## src/rtl/led_pwm_dimmer.sv

```systemverilog
// led_pwm_dimmer
//
// This block dims the 4-bit flow-LED pattern from the upstream generator with
// PWM. A debounced push-button steps the brightness level.
//
// A PWM frame is 15 steps of PRESCALE clocks each. The pattern and the duty
// value are latched only on the last clock of a frame. As a result, changes to
// the pattern or the brightness never show up part-way through a frame.
//
// Optional feature: define LED_PWM_GAMMA_EN to map the brightness level
// through a perceptual table. Without it, duty equals the level (linear).
//
// Parameters:
//   PRESCALE      sys_clk cycles per PWM step (>= 1)
//   DEBOUNCE_CYC  cycles the key must hold a new value to be accepted (>= 2)
//   RESET_LEVEL   brightness level loaded at reset (0..15)
//
// Ports:
//   sys_clk      system clock
//   sys_rst      synchronous active-high reset
//   led_in       [3:0] pattern from the flow-LED generator, 1 = lit
//   key_n        asynchronous push-button, active low
//   led_out      [3:0] PWM-modulated LED pins, 1 = lit
//   level        [3:0] current brightness level
//   frame_start  one-cycle pulse on the first output cycle of each frame
module led_pwm_dimmer #(
  parameter int PRESCALE     = 50,
  parameter int DEBOUNCE_CYC = 1_000_000,
  parameter int RESET_LEVEL  = 15
) (
  input  logic       sys_clk,
  input  logic       sys_rst,
  input  logic [3:0] led_in,
  input  logic       key_n,
  output logic [3:0] led_out,
  output logic [3:0] level,
  output logic       frame_start
);

  localparam int PRE_W = (PRESCALE > 1) ? $clog2(PRESCALE) : 1;
  localparam int CNT_W = $clog2(DEBOUNCE_CYC);
  localparam logic [PRE_W-1:0] PRE_MAX = PRE_W'(PRESCALE - 1);
  localparam logic [CNT_W-1:0] CNT_MAX = CNT_W'(DEBOUNCE_CYC - 1);
  localparam logic [3:0]       RST_LVL = 4'(RESET_LEVEL);
  localparam logic [3:0]       LAST_STEP = 4'd14;

  function automatic logic [3:0] duty_map(input logic [3:0] lvl);
`ifdef LED_PWM_GAMMA_EN
    logic [3:0] d;
    case (lvl)
      4'd0:    d = 4'd0;
      4'd1:    d = 4'd1;
      4'd2:    d = 4'd1;
      4'd3:    d = 4'd1;
      4'd4:    d = 4'd2;
      4'd5:    d = 4'd2;
      4'd6:    d = 4'd3;
      4'd7:    d = 4'd4;
      4'd8:    d = 4'd5;
      4'd9:    d = 4'd6;
      4'd10:   d = 4'd7;
      4'd11:   d = 4'd8;
      4'd12:   d = 4'd10;
      4'd13:   d = 4'd11;
      4'd14:   d = 4'd13;
      default: d = 4'd15;
    endcase
    return d;
`else
    return lvl;
`endif
  endfunction

  logic [PRE_W-1:0] pre;
  logic [3:0]       step;
  logic [3:0]       pat;
  logic [3:0]       duty;
  logic             step_end;
  logic             frame_end;

  assign step_end  = (pre == PRE_MAX);
  assign frame_end = step_end && (step == LAST_STEP);

  // Stage p0: frame timing and latching of pattern/duty at frame boundaries
  always_ff @(posedge sys_clk) begin
    if (sys_rst) begin
      pre  <= '0;
      step <= '0;
      pat  <= '0;
      duty <= duty_map(RST_LVL);
    end else begin
      pre <= step_end ? '0 : pre + 1'b1;
      if (step_end) begin
        step <= (step == LAST_STEP) ? 4'd0 : step + 4'd1;
      end
      // level here is the pre-increment value when a press lands on this cycle
      if (frame_end) begin
        pat  <= led_in;
        duty <= duty_map(level);
      end
    end
  end

  // Stage p1: registered pins; frame_start lines up with the first step-0 output
  always_ff @(posedge sys_clk) begin
    if (sys_rst) begin
      led_out     <= '0;
      frame_start <= 1'b0;
    end else begin
      led_out     <= pat & {4{step < duty}};
      frame_start <= (pre == '0) && (step == 4'd0);
    end
  end

  logic             sync_p0;
  logic             sync_p1;
  logic             key_stable;
  logic             key_stable_d;
  logic [CNT_W-1:0] cnt;
  logic             press;

  // Stage p0/p1: two-flop synchronizer for the asynchronous key
  always_ff @(posedge sys_clk) begin
    if (sys_rst) begin
      sync_p0 <= 1'b1;
      sync_p1 <= 1'b1;
    end else begin
      sync_p0 <= key_n;
      sync_p1 <= sync_p0;
    end
  end

  // Stage p2: debounce; any return to the stable value restarts the count
  always_ff @(posedge sys_clk) begin
    if (sys_rst) begin
      key_stable <= 1'b1;
      cnt        <= '0;
    end else if (sync_p1 == key_stable) begin
      cnt <= '0;
    end else if (cnt == CNT_MAX) begin
      key_stable <= sync_p1;
      cnt        <= '0;
    end else begin
      cnt <= cnt + 1'b1;
    end
  end

  // Only the falling edge of the debounced key (a press) steps the level
  assign press = key_stable_d & ~key_stable;

  // Stage p3: brightness level, 15 wraps to 0
  always_ff @(posedge sys_clk) begin
    if (sys_rst) begin
      key_stable_d <= 1'b1;
      level        <= RST_LVL;
    end else begin
      key_stable_d <= key_stable;
      if (press) begin
        level <= level + 4'd1;
      end
    end
  end

endmodule

```

## config.mk

```make
export PLATFORM = sky130hd
export DESIGN_NAME = led_pwm_dimmer
export DESIGN_NICKNAME = d
export VERILOG_FILES = /design/src/rtl/led_pwm_dimmer.sv
export SDC_FILE = /design/constraint.sdc
export NUM_CORES = 1
export LEC_CHECK = 0
export BUFFER_PORTS_ARGS = -buffer_cell sky130_fd_sc_hd__buf_4
export CAP_MARGIN = 20
export CORE_MARGIN = 2
export CORE_UTILIZATION = 34
export CTS_CLUSTER_DIAMETER = 120
export CTS_CLUSTER_SIZE = 16
export DETAILED_ROUTE_END_ITERATION = 6
export PLACE_DENSITY = 0.53
export SLEW_MARGIN = 20
export SYNTH_ARGS = -nofsm -noshare
export SYNTH_HDL_FRONTEND = slang
export SYNTH_SLANG_ARGS = --single-unit
```

## constraint.sdc

```tcl
create_clock -name sys_clk -period 2.2 [get_ports sys_clk]
set_input_delay 0.11 -clock sys_clk [delete_from_list [all_inputs] [get_ports sys_clk]]
set_output_delay 0.11 -clock sys_clk [all_outputs]
set_load 0.02 [all_outputs]
```

==> impl_metrics.yaml <==
clock_network:
  cts_tree: "yes"
  cts_buffers: 5
  htreeDepth: 2
  clkTransAtPathRegs_ns: 0.10
  clockRootBuffer: "clkbuf_8"
  clkLatencyLatePin_ns: 0.30
  clockBufferDepth: 2
  clock_sinks: 51
worst_setup_path:
  worstPathArrival_ns: 2.22
  slowest_stage: "or4_4"
  cp-start-kind: "register"
  critPathKind: "register to register"
  crit_required_ns: 2.40
  cp_top_family: "simple AND/OR/NAND/NOR gates"
  path_cells: "or4_1 -> or4_4 -> or4_1 -> o21a_1"
  path_buf_inv: 0
  reg2reg_from: "cnt[7]"
  startpoint: "cnt[7]"
  crit_path_frequent_cell: "or4_1"
  crit_path_max_fanout: 3
  critPathCaptureType: "register"
  slowest_delay_ns: 0.55
synthesis:
  synthSimpleGateAreaFrac: 0.2570
  synth_seq_cells: 51
  ys_warn_count: 0
  synthesis.nets: 252
  synth_compound_area_frac: 0.07860
  synth_adder_area_share: 0.04590
  synth_top_family_by_area: "simple AND/OR/NAND/NOR gates"
  syn_area_per_cell_um2: 9.202
  ys_seq_area_frac: 0.4682
  netlist_instances: 237
  synth_area_mm2: 0.002181
  synth_xor_area_frac: 0.09237
  synthMuxAreaShare: 0.02295
  ys_types: 39
place:
  placed_cell_area_mm2: 0.002422
  dpl.hpwl_mm: 2.641
  dp_slack_ns: 0.1769
  port_buffers: 15
  gp_congestion: 0.7565
global_routing:
  grt_overflow_total: 0
  antenna_found_initial: 0
  grt_usage: 0.1148
  top_usage_layer: "met2"
  use_met1: 0.1623
  met2_usage: 0.1645
  grtUsageMet3: 0.02967
  grt_max_degree: 35
  grt_pass1_vias: 1486
  grt_pass1_wl_mm: 6.679
timing:
  period_needed_ns: 2.020
  hold_viol_final: 0
  maxSlewViolCount: 0
  max_freq_mhz: 495.1
  tightest_slew_ns: 0.4540
  worst_slack_ns: 0.1803
  period_share: 0.9181
  slew_headroom: 0.6967
  rsz0062_at_grt: "false"
  setup_tns_ns: 0
  finalSetupViolCount: 0
  clock_skew_ns: 0.006231
final_layout:
  fin_util: 0.4022
  layout_commonest_cell: "dfxtp_1"
  n_fill_cell: 637
  syn2layout_area_growth_pct: 15.78
  final_cell_mix: "dfxtp_1 (51), nor2_1 (35), buf_4 (23)"
  stdcell_area_mm2: 0.002525
  final_layout_size_suffix_gt1_frac: 0.1559
  diodes: 0
  final_nets: 277
die:
  die_x_um: 84.09
  core_area_mm2: 0.006277
  start_util: 0.3474
  io_pins: 16
  die_height_um: 84.09
  row_count: 29
  dieArea_mm2: 0.007071
worst_hold_path:
  hold_start: "led_in[3]"
  holdCritPathClass: "primary input to register"
route:
  wire_per_inst_um: 11.44
  routed_wl_mm: 3.888
  drc: 0
  first_pass_iters: 4
  ant_nets: 0
  drtIter0Drc: 53
  avgViaCountPerCell: 4.791
  num_vias: 1629
run:
  cap_viol_max_count: 0
power:
  ir_worst_vdd_mv: 0.2696
  leakagePower_nw: 0.8821
  p_per_area_mw_per_mm2: 611.8
  p_total_mw: 1.545
status:
  status: "finished, final reports clean"
==> worst paths after layout <==
kind	endpoint	slack (ns)	cells past startpoint
max	key_stable	0.18	4
min	pat[3]	0.03	3
max reg2reg	key_stable	0.18	4
min reg2reg	sync_p1	0.42	1
==> cell usage after synthesis <==
cell type | n | share of area
o31ai_1 | 2 | 0.0069
mux2i_1 | 5 | 0.023
nand2b_1 | 3 | 0.0086
or4_4 | 1 | 0.0052
a21oi_1 | 14 | 0.032
nand2_1 | 8 | 0.014
clkbuf_1 | 3 | 0.0052
or2_2 | 6 | 0.017
nor3b_1 | 1 | 0.0034
nand3_1 | 9 | 0.021
nor2b_1 | 3 | 0.0086
xnor2_1 | 19 | 0.076
buf_4 | 1 | 0.0034
nor4b_1 | 2 | 0.0080
nor4_1 | 6 | 0.017
o21ai_0 | 2 | 0.0046
buf_2 | 1 | 0.0023
o21bai_1 | 1 | 0.0034
nand4bb_1 | 2 | 0.010
o21ai_4 | 1 | 0.0075
a32o_1 | 1 | 0.0046
nand3b_1 | 1 | 0.0034
nor3_1 | 13 | 0.030
dfxtp_1 | 51 | 0.47
o41a_1 | 1 | 0.0052
a21o_1 | 2 | 0.0069
nor4b_2 | 1 | 0.0069
nand4_1 | 5 | 0.014
xor2_1 | 4 | 0.016
a211o_1 | 1 | 0.0040
and3_1 | 2 | 0.0057
ha_1 | 8 | 0.046
nor2_1 | 35 | 0.060
buf_1 | 1 | 0.0017
o21a_1 | 1 | 0.0034
or3b_2 | 1 | 0.0040
or3_1 | 2 | 0.0057
or4_1 | 4 | 0.014
inv_1 | 13 | 0.022
==> power breakdown <==
part           internal [mW]  leakage [nW]  switching (mW)
Clock                  0.228        0.0408           0.329
Combinational         0.0245         0.429          0.0252
Sequential             0.931         0.413         0.00681
==> metal layers <==
layer | wire length, um | vias to the layer above
li1 | - | 859
met1 | 2057 | 747
met2 | 1671 | 21
met3 | 119 | 2
met4 | 39 | 0
met5 | 0 | -
==> metrics by stage <==
stage          cells  hold slack, ns
6_report         340         0.03370
5_1_grt          340         0.04282
4_1_cts          340         0.02356
3_5_place_dp     331          0.2961
3_3_place_gp     331          0.2979
2_1_floorplan    237          0.2138
==> layout make-up <==
cell class	instances	area (um2)	share of cell area
Clock buffer	5	68.82	0.02725
Clock inverter	3	23.77	0.009415
Inverter	13	48.80	0.01933
Multi-Input combinational cell	167	1084	0.4291
Sequential cell	51	1021	0.4044
Tap cell	77	96.34	0.03816
Timing Repair Buffer	24	182.7	0.07235
==> worst min-delay path, delay by kind of cell <==
family                 cells  cell delay [ns]
multiplexers               1             0.05
AND/OR/NAND/NOR            1             0.07
buffers and inverters      1             0.08
==> cells by family after synthesis <==
logic type | Yosys count
flops | 51
xor+xnor | 23
mux | 5
compound gates | 26
simple gates | 105
buf+inv | 19
fa+ha+maj | 8
==> flip-flops by register name, indices dropped and copies added (netlist names) <==
register	cells
level	4
sync_p0	1
frame_start	1
duty	4
key_stable	1
pat	4
cnt	20
key_stable_d	1
step	4
led_out	4
pre	6
sync_p1	1
==> repair_timing <==
action                                  4_1_cts  5_1_grt
hold buffers                                  1        0
endpoints found under the hold margin         1        0
buffers inserted                              0        0
gates resized for setup                       0        0
endpoints found under the setup margin        0        0
Power figures use the tool's default switching activity.
